[config.mk]
export PLATFORM = sky130hd
export DESIGN_NAME = wr_burst_arbiter
export DESIGN_NICKNAME = d
export VERILOG_FILES = /design/src/rtl/wr_arb_pkg.sv /design/src/rtl/wr_burst_arbiter_rr_pick.sv /design/src/rtl/wr_burst_arbiter.sv
export SDC_FILE = /design/constraint.sdc
export NUM_CORES = 1
export LEC_CHECK = 0
export CAP_MARGIN = 25
export CORE_MARGIN = 10
export CORE_UTILIZATION = 40
export CTS_CLUSTER_DIAMETER = 200
export DETAILED_ROUTE_END_ITERATION = 7
export GPL_TIMING_DRIVEN = 0
export HOLD_SLACK_MARGIN = 0.05
export PLACE_DENSITY = 0.82
export SYNTH_ARGS = -nofsm -noshare
export SYNTH_HDL_FRONTEND = slang
export SYNTH_HIERARCHICAL = 1
export SYNTH_SLANG_ARGS = --single-unit
[constraint.sdc]
create_clock -name clock -period 5.66 [get_ports clock]
set_clock_uncertainty 0.2 [all_clocks]
set_input_delay 1.132 -clock clock [delete_from_list [all_inputs] [get_ports clock]]
set_output_delay 1.132 -clock clock [all_outputs]
set_load 0.05 [all_outputs]
[src/rtl/wr_arb_pkg.sv]
// Shared definitions for the write-burst arbiter: FSM state encoding and the
// round-robin successor helper used to seed the channel scan.
package wr_arb_pkg;

    typedef enum logic [1:0] {
        IDLE  = 2'd0,
        ISSUE = 2'd1,
        WAIT  = 2'd2,
        SKIP  = 2'd3
    } arb_state_t;

    // Index that follows idx in a ring of num entries.
    function automatic int unsigned rr_next(input int unsigned idx, input int unsigned num);
        return (idx + 1) % num;
    endfunction

endpackage

[src/rtl/wr_burst_arbiter_rr_pick.sv]
// Combinational round-robin pick: first set bit of req at or after start,
// wrapping modulo N.
module rr_pick #(
    parameter int N   = 4,
    parameter int IDW = 2
) (
    input  logic [N-1:0]   req,
    input  logic [IDW-1:0] start,
    output logic           found,
    output logic [IDW-1:0] idx
);

    logic [IDW-1:0] j;

    always_comb begin
        found = 1'b0;
        idx   = '0;
        j     = '0;
        for (int k = 0; k < N; k++) begin
            j = IDW'((int'(start) + k) % N);
            if (!found && req[j]) begin
                found = 1'b1;
                idx   = j;
            end
        end
    end

endmodule

[src/rtl/wr_burst_arbiter.sv]
// Round-robin arbiter sharing one AXI write-burst command engine among NUM
// channel status controllers. Optional watchdog: define ARB_WATCHDOG_EN.
module wr_burst_arbiter
    import wr_arb_pkg::*;
#(
    parameter int NUM       = 4,
    parameter int LSIZE     = 9,
    parameter int IDW       = 2,
    parameter int WD_CYCLES = 4096
) (
    input  logic                 clock,
    input  logic                 rst,
    input  logic                 enable,
    input  logic [NUM-1:0]       burst_req,
    input  logic [NUM-1:0]       tail_req,
    input  logic [NUM*LSIZE-1:0] req_len,
    output logic [NUM-1:0]       resp,
    output logic [NUM-1:0]       done,
    output logic                 cmd_valid,
    input  logic                 cmd_ready,
    output logic [LSIZE-1:0]     cmd_len,
    output logic [IDW-1:0]       cmd_id,
    output logic                 cmd_tail,
    input  logic                 eng_done,
    output logic                 busy,
    output logic                 wd_err
);

    arb_state_t       state, state_nxt;
    logic [IDW-1:0]   last_grant;
    logic [IDW-1:0]   pick_start, pick_idx;
    logic             pick_found;
    logic [LSIZE-1:0] pick_len;
    logic             pick_tail;
    logic [NUM-1:0]   id_onehot;
    logic             skip_ph;
    logic             wd_timeout;
    logic             grant_fire, resp_fire, done_fire;

    assign pick_start = IDW'(rr_next(32'(last_grant), 32'(NUM)));

    rr_pick #(.N(NUM), .IDW(IDW)) u_pick (
        .req   (burst_req | tail_req),
        .start (pick_start),
        .found (pick_found),
        .idx   (pick_idx)
    );

    // Tail takes priority when a channel raises both requests.
    always_comb begin
        pick_len  = '0;
        pick_tail = 1'b0;
        id_onehot = '0;
        for (int i = 0; i < NUM; i++) begin
            if (pick_idx == IDW'(i)) begin
                pick_len  = req_len[i*LSIZE +: LSIZE];
                pick_tail = tail_req[i];
            end
            id_onehot[i] = (cmd_id == IDW'(i));
        end
    end

    always_ff @(posedge clock or posedge rst) begin
        if (rst) state <= IDLE;
        else     state <= state_nxt;
    end

    always_comb begin
        state_nxt = state;
        case (state)
            IDLE:    if (enable && pick_found) state_nxt = (pick_len == '0) ? SKIP : ISSUE;
            ISSUE:   if (cmd_ready) state_nxt = WAIT;
            WAIT:    if (eng_done || wd_timeout) state_nxt = IDLE;
            SKIP:    if (skip_ph) state_nxt = IDLE;
            default: state_nxt = IDLE;
        endcase
    end

    // SKIP spends one cycle raising resp and one raising done, so a
    // requester that drops on resp is gone before IDLE scans again.
    always_comb begin
        cmd_valid  = (state == ISSUE);
        busy       = (state != IDLE);
        grant_fire = (state == IDLE) && enable && pick_found;
        resp_fire  = ((state == ISSUE) && cmd_ready) || ((state == SKIP) && !skip_ph);
        done_fire  = ((state == WAIT) && (eng_done || wd_timeout)) || ((state == SKIP) && skip_ph);
    end

    always_ff @(posedge clock or posedge rst) begin
        if (rst) begin
            cmd_id     <= '0;
            cmd_len    <= '0;
            cmd_tail   <= 1'b0;
            last_grant <= IDW'(NUM - 1);
            resp       <= '0;
            done       <= '0;
            skip_ph    <= 1'b0;
        end else begin
            if (grant_fire) begin
                cmd_id   <= pick_idx;
                cmd_len  <= pick_len;
                cmd_tail <= pick_tail;
            end
            resp    <= resp_fire ? id_onehot : '0;
            done    <= done_fire ? id_onehot : '0;
            skip_ph <= (state == SKIP) && !skip_ph;
            if (done_fire) last_grant <= cmd_id;
        end
    end

`ifdef ARB_WATCHDOG_EN
    localparam int WDW = $clog2(WD_CYCLES + 1);

    logic [WDW-1:0] wd_cnt;
    logic           wd_err_q;

    // Counts cycles spent in WAIT; expiry releases the channel as if done.
    assign wd_timeout = (state == WAIT) && !eng_done && (wd_cnt == WDW'(WD_CYCLES - 1));
    assign wd_err     = wd_err_q;

    always_ff @(posedge clock or posedge rst) begin
        if (rst) begin
            wd_cnt   <= '0;
            wd_err_q <= 1'b0;
        end else begin
            if ((state == WAIT) && !wd_timeout) wd_cnt <= wd_cnt + 1'b1;
            else                                wd_cnt <= '0;
            if (wd_timeout) wd_err_q <= 1'b1;
        end
    end
`else
    assign wd_timeout = 1'b0;
    assign wd_err     = 1'b0;
`endif

endmodule
==> results.txt <==
----------------------------------------------------
[Logic synthesis]
  Top cells by area, synth ... sky130_fd_sc_hd__dfrtp_1 43%, sky130_fd_sc_hd__mux2_2 11%, sky130_fd_sc_hd__mux4_1 9.7%
  Top cell type's share of synthesized area ... 42.6%
  Largest area contributor in the netlist ... sky130_fd_sc_hd__dfrtp_1
  Synth unique cells ... 32
  Syn_area_per_cell ... 12.7 um^2
  Seq/Total Area, Yosys ... 46.5%
  Flop and latch count out of synthesis ... 25
  Total number of yosys warnings ... 6
  Syn_nets ... 155
  Combined area of all synthesized cells ... 0.00135 mm^2
  Post-synthesis instance total ... 106

[Detailed routing]
  Post-route DRC violation count ... 0
  Highest signal layer in the routed design ... met4
  Wirelength, routed ... 4.14 mm
  Detailed-routed wire length on met2 ... 2.25 mm
  Vias after detailed routing ... 1170
  Number of DRC markers in iteration 0 ... 104
  Routed length per instance ... 18.3 um
  Via density per instance ... 5.18
  Met3 WL post-DR ... 300 um
  Number of detailed-route iterations in the first pass ... 5
  WL met1 ... 1.51 mm
  Remaining antenna violation count after routing ... 0

[Floorplan]
  Die span in x ... 78.1 um
  Chip Height ... 78.1 um
  Die Area ... 0.00610 mm^2
  Number of top-level pins ... 72
  Initial Utilization ... 40.8%
  Area of the core ... 0.00331 mm^2
  Standard-cell rows ... 21

[Cells and area]
  Synthesis-to-finish area growth ... 58.5%
  Fill count ... 281
  Number of diodes added for antenna fixing ... 0
  Final core utilization ... 64.6%
  Fraction of final layout cells sized beyond drive strength 1 ... 18.9%
  Commonest non-fill, non-tap cell in the layout ... sky130_fd_sc_hd__clkdlybuf4s50_1
  Layout Nets ... 230
  Most used cells in the layout excluding fill and tap cells ... 70 x sky130_fd_sc_hd__clkdlybuf4s50_1, 23 x sky130_fd_sc_hd__dfrtp_1, 13 x sky130_fd_sc_hd__mux2_2

[CTS]
  Number of resized instances in the post-cts repair step ... 0
  Clock network latency to the later pin of the worst-skew pair ... 0.33 ns
  Clock transition time at the flip-flop clock pins of the worst setup and hold paths ... 0.15 ns
  Clock tree sinks ... 25
  Clock tree from TritonCTS ... done
  Inserted Clock Buffers ... 3
  Total number of H-tree levels ... 1
  Number of buffers added to fix hold violations after cts ... 0
  Count of buffers added by post-CTS timing repair for setup ... 0
  Maximum clock path buffer count ... 2
  Root buffer selected by CTS ... sky130_fd_sc_hd__clkbuf_4

[Global routing]
  All-Layer GR Usage ... 12.9%
  Vias in the first global route ... 1279
  Initial antenna violation count ... 0
  Global route total overflow ... 0
  Maximum number of pins on one net before global-route repair ... 26
  Wire length of the first global-routing pass ... 6.31 mm

[Power and ir drop]
  Portion of total power attributed to the clock network ... 7.5%
  Sw frac ... 47.3%
  Static power due to leakage ... 0.000887 uW
  Total power divided by cell area ... 568 mW/mm^2
  Seq pwr share ... 25.4%
  Part of the total power dissipated in combinational logic ... 67.1%
  Net switching power ... 575 uW
  Largest vdd supply drop ... 0.295 mV
  Internal portion of total power ... 640 uW

[Place]
  DP HPWL ... 3.47 mm
  Port Buffer Count ... 70
  Routability-driven placement congestion ratio ... 0.844

[Timing]
  Max Freq ... 0.263 GHz
  RSZ-0062 raised after global routing ... no
  Max-slew headroom ... 38.0%
  Minimum clock period ... 3.80 ns
  Count of final hold-check violations ... 0
  Setup Viol. Count Final ... 0
  Period utilisation layout ... 67.1%
  Setup TNS ... 0 ns
  Number of pins with negative max-slew slack in the final report ... 0
  Slew at the pin closest to its max-slew limit ... 0.930 ns
  Hold WS ... 0.289 ns

[Worst setup path]
  Kind of critical path ... in2reg
  Kind of launch point of the worst setup path ... primary input
  CP Data Arrival Time ... 3.84 ns
  Category of the worst setup path capture point ... register
  Required time reported for the critical path endpoint ... 5.70 ns
  Critical Path Fanout Max ... 10

[Worst hold path]
  Path class of the lowest-slack min-delay path ... reg2reg

[Run status]
  Outcome ... finished clean

[Flow run]
  Max_cap viols ... 0

----------------------------------------------------
==> per-layer routing <==
layer | global-route usage [%] | up-vias
met2 | 25.0 | 52
met4 | 4.84 | 0
met3 | 3.99 | 6
met1 | 12.4 | 576
met5 | 0 | -
li1 | - | 536
==> cell families (layout without fill, tap and decap cells) <==
family                    after synthesis  count (layout)  share of synthesized area (%)
AOI/OAI and AO/OA                      12              12                           5.93
xor gates and xnor gates                1               1                          0.649
buffers and inverters                  12              86                           4.26
DFF                                    25              25                           46.5
muxes                                  25              25                           30.6
other                                   1               1                          0.278
and+or+nand+nor                        30              30                           11.8
==> path summary, 6_finish.rpt <==
path	startpoint	endpoint	slack, ns	depth (start not counted)
max	tail_req[2]	state[1]	1.86	9
min	skip_ph	skip_ph	0.29	1
max reg2reg	last_grant[0]	state[1]	2.67	8
min reg2reg	skip_ph	skip_ph	0.29	1
max in group asynchronous	rst	cmd_id[1]	3.63	2
min in group asynchronous	rst	cmd_len[8]	1.07	2
==> power by group through the flow <==
stage	Combinational, uW	Clock [uW]	Sequential [uW]
final	816	91.3	308
after global routing	860	96.7	318
after CTS	822	91.7	308
after detailed placement	820	0	313
after global placement	798	0	306
after floorplan	388	0	491
==> final cells by class <==
class	instances	area, um^2	area share, %
buffer	4	27.5	1.29
multi-input combinational	69	664	31.1
timing repair buffer	70	701	32.7
inverter	8	30.0	1.40
clock buffer	3	22.5	1.05
sequential	25	628	29.4
tap	46	57.6	2.69
clock inverter	1	8.76	0.409
==> worst max-delay path, stage by stage <==
cell and delay (ns):
sky130_fd_sc_hd__clkdlybuf4s50_1 0.42, sky130_fd_sc_hd__or2_2 0.33, sky130_fd_sc_hd__a221o_1 0.33, sky130_fd_sc_hd__a21oi_1 0.28
sky130_fd_sc_hd__buf_6 0.23, sky130_fd_sc_hd__mux4_2 0.53, sky130_fd_sc_hd__nor4_1 0.38, sky130_fd_sc_hd__nand3_1 0.12
sky130_fd_sc_hd__o311ai_1 0.09
==> registers in the layout, summed over array words and instances, names as in the netlist <==
signal      flops
cmd_len         9
done            4
resp            4
cmd_id          2
last_grant      2
state           2
cmd_tail        1
skip_ph         1
==> cell usage after synthesis, drive strengths merged <==
master and count:
inv 8, a221o 1, buf 3, nor3b 1, dfstp 2, nand2 4, dfrtp 23, nand3b 1
clkbuf 1, nand3 2, nor2 9, nor4 2, nor3 2, a21oi 5, mux4 10, a211oi 1
mux2 15, o311ai 1, xor2 1, o21ai 3, nand2b 3, nor2b 1, o221ai 1, conb 1
or2 5
==> per-stage QoR <==
stage	total power (uW)	instances	setup WS (ns)	cell area [um^2]
2_1_floorplan	879	106	2.27	1350
4_1_cts	1220	226	1.86	2140
5_1_grt	1280	226	1.69	2140
3_5_place_dp	1130	222	1.50	2110
6_report	1220	226	1.86	2140
3_3_place_gp	1100	222	1.61	2110
(Power assumes the default switching activity.)
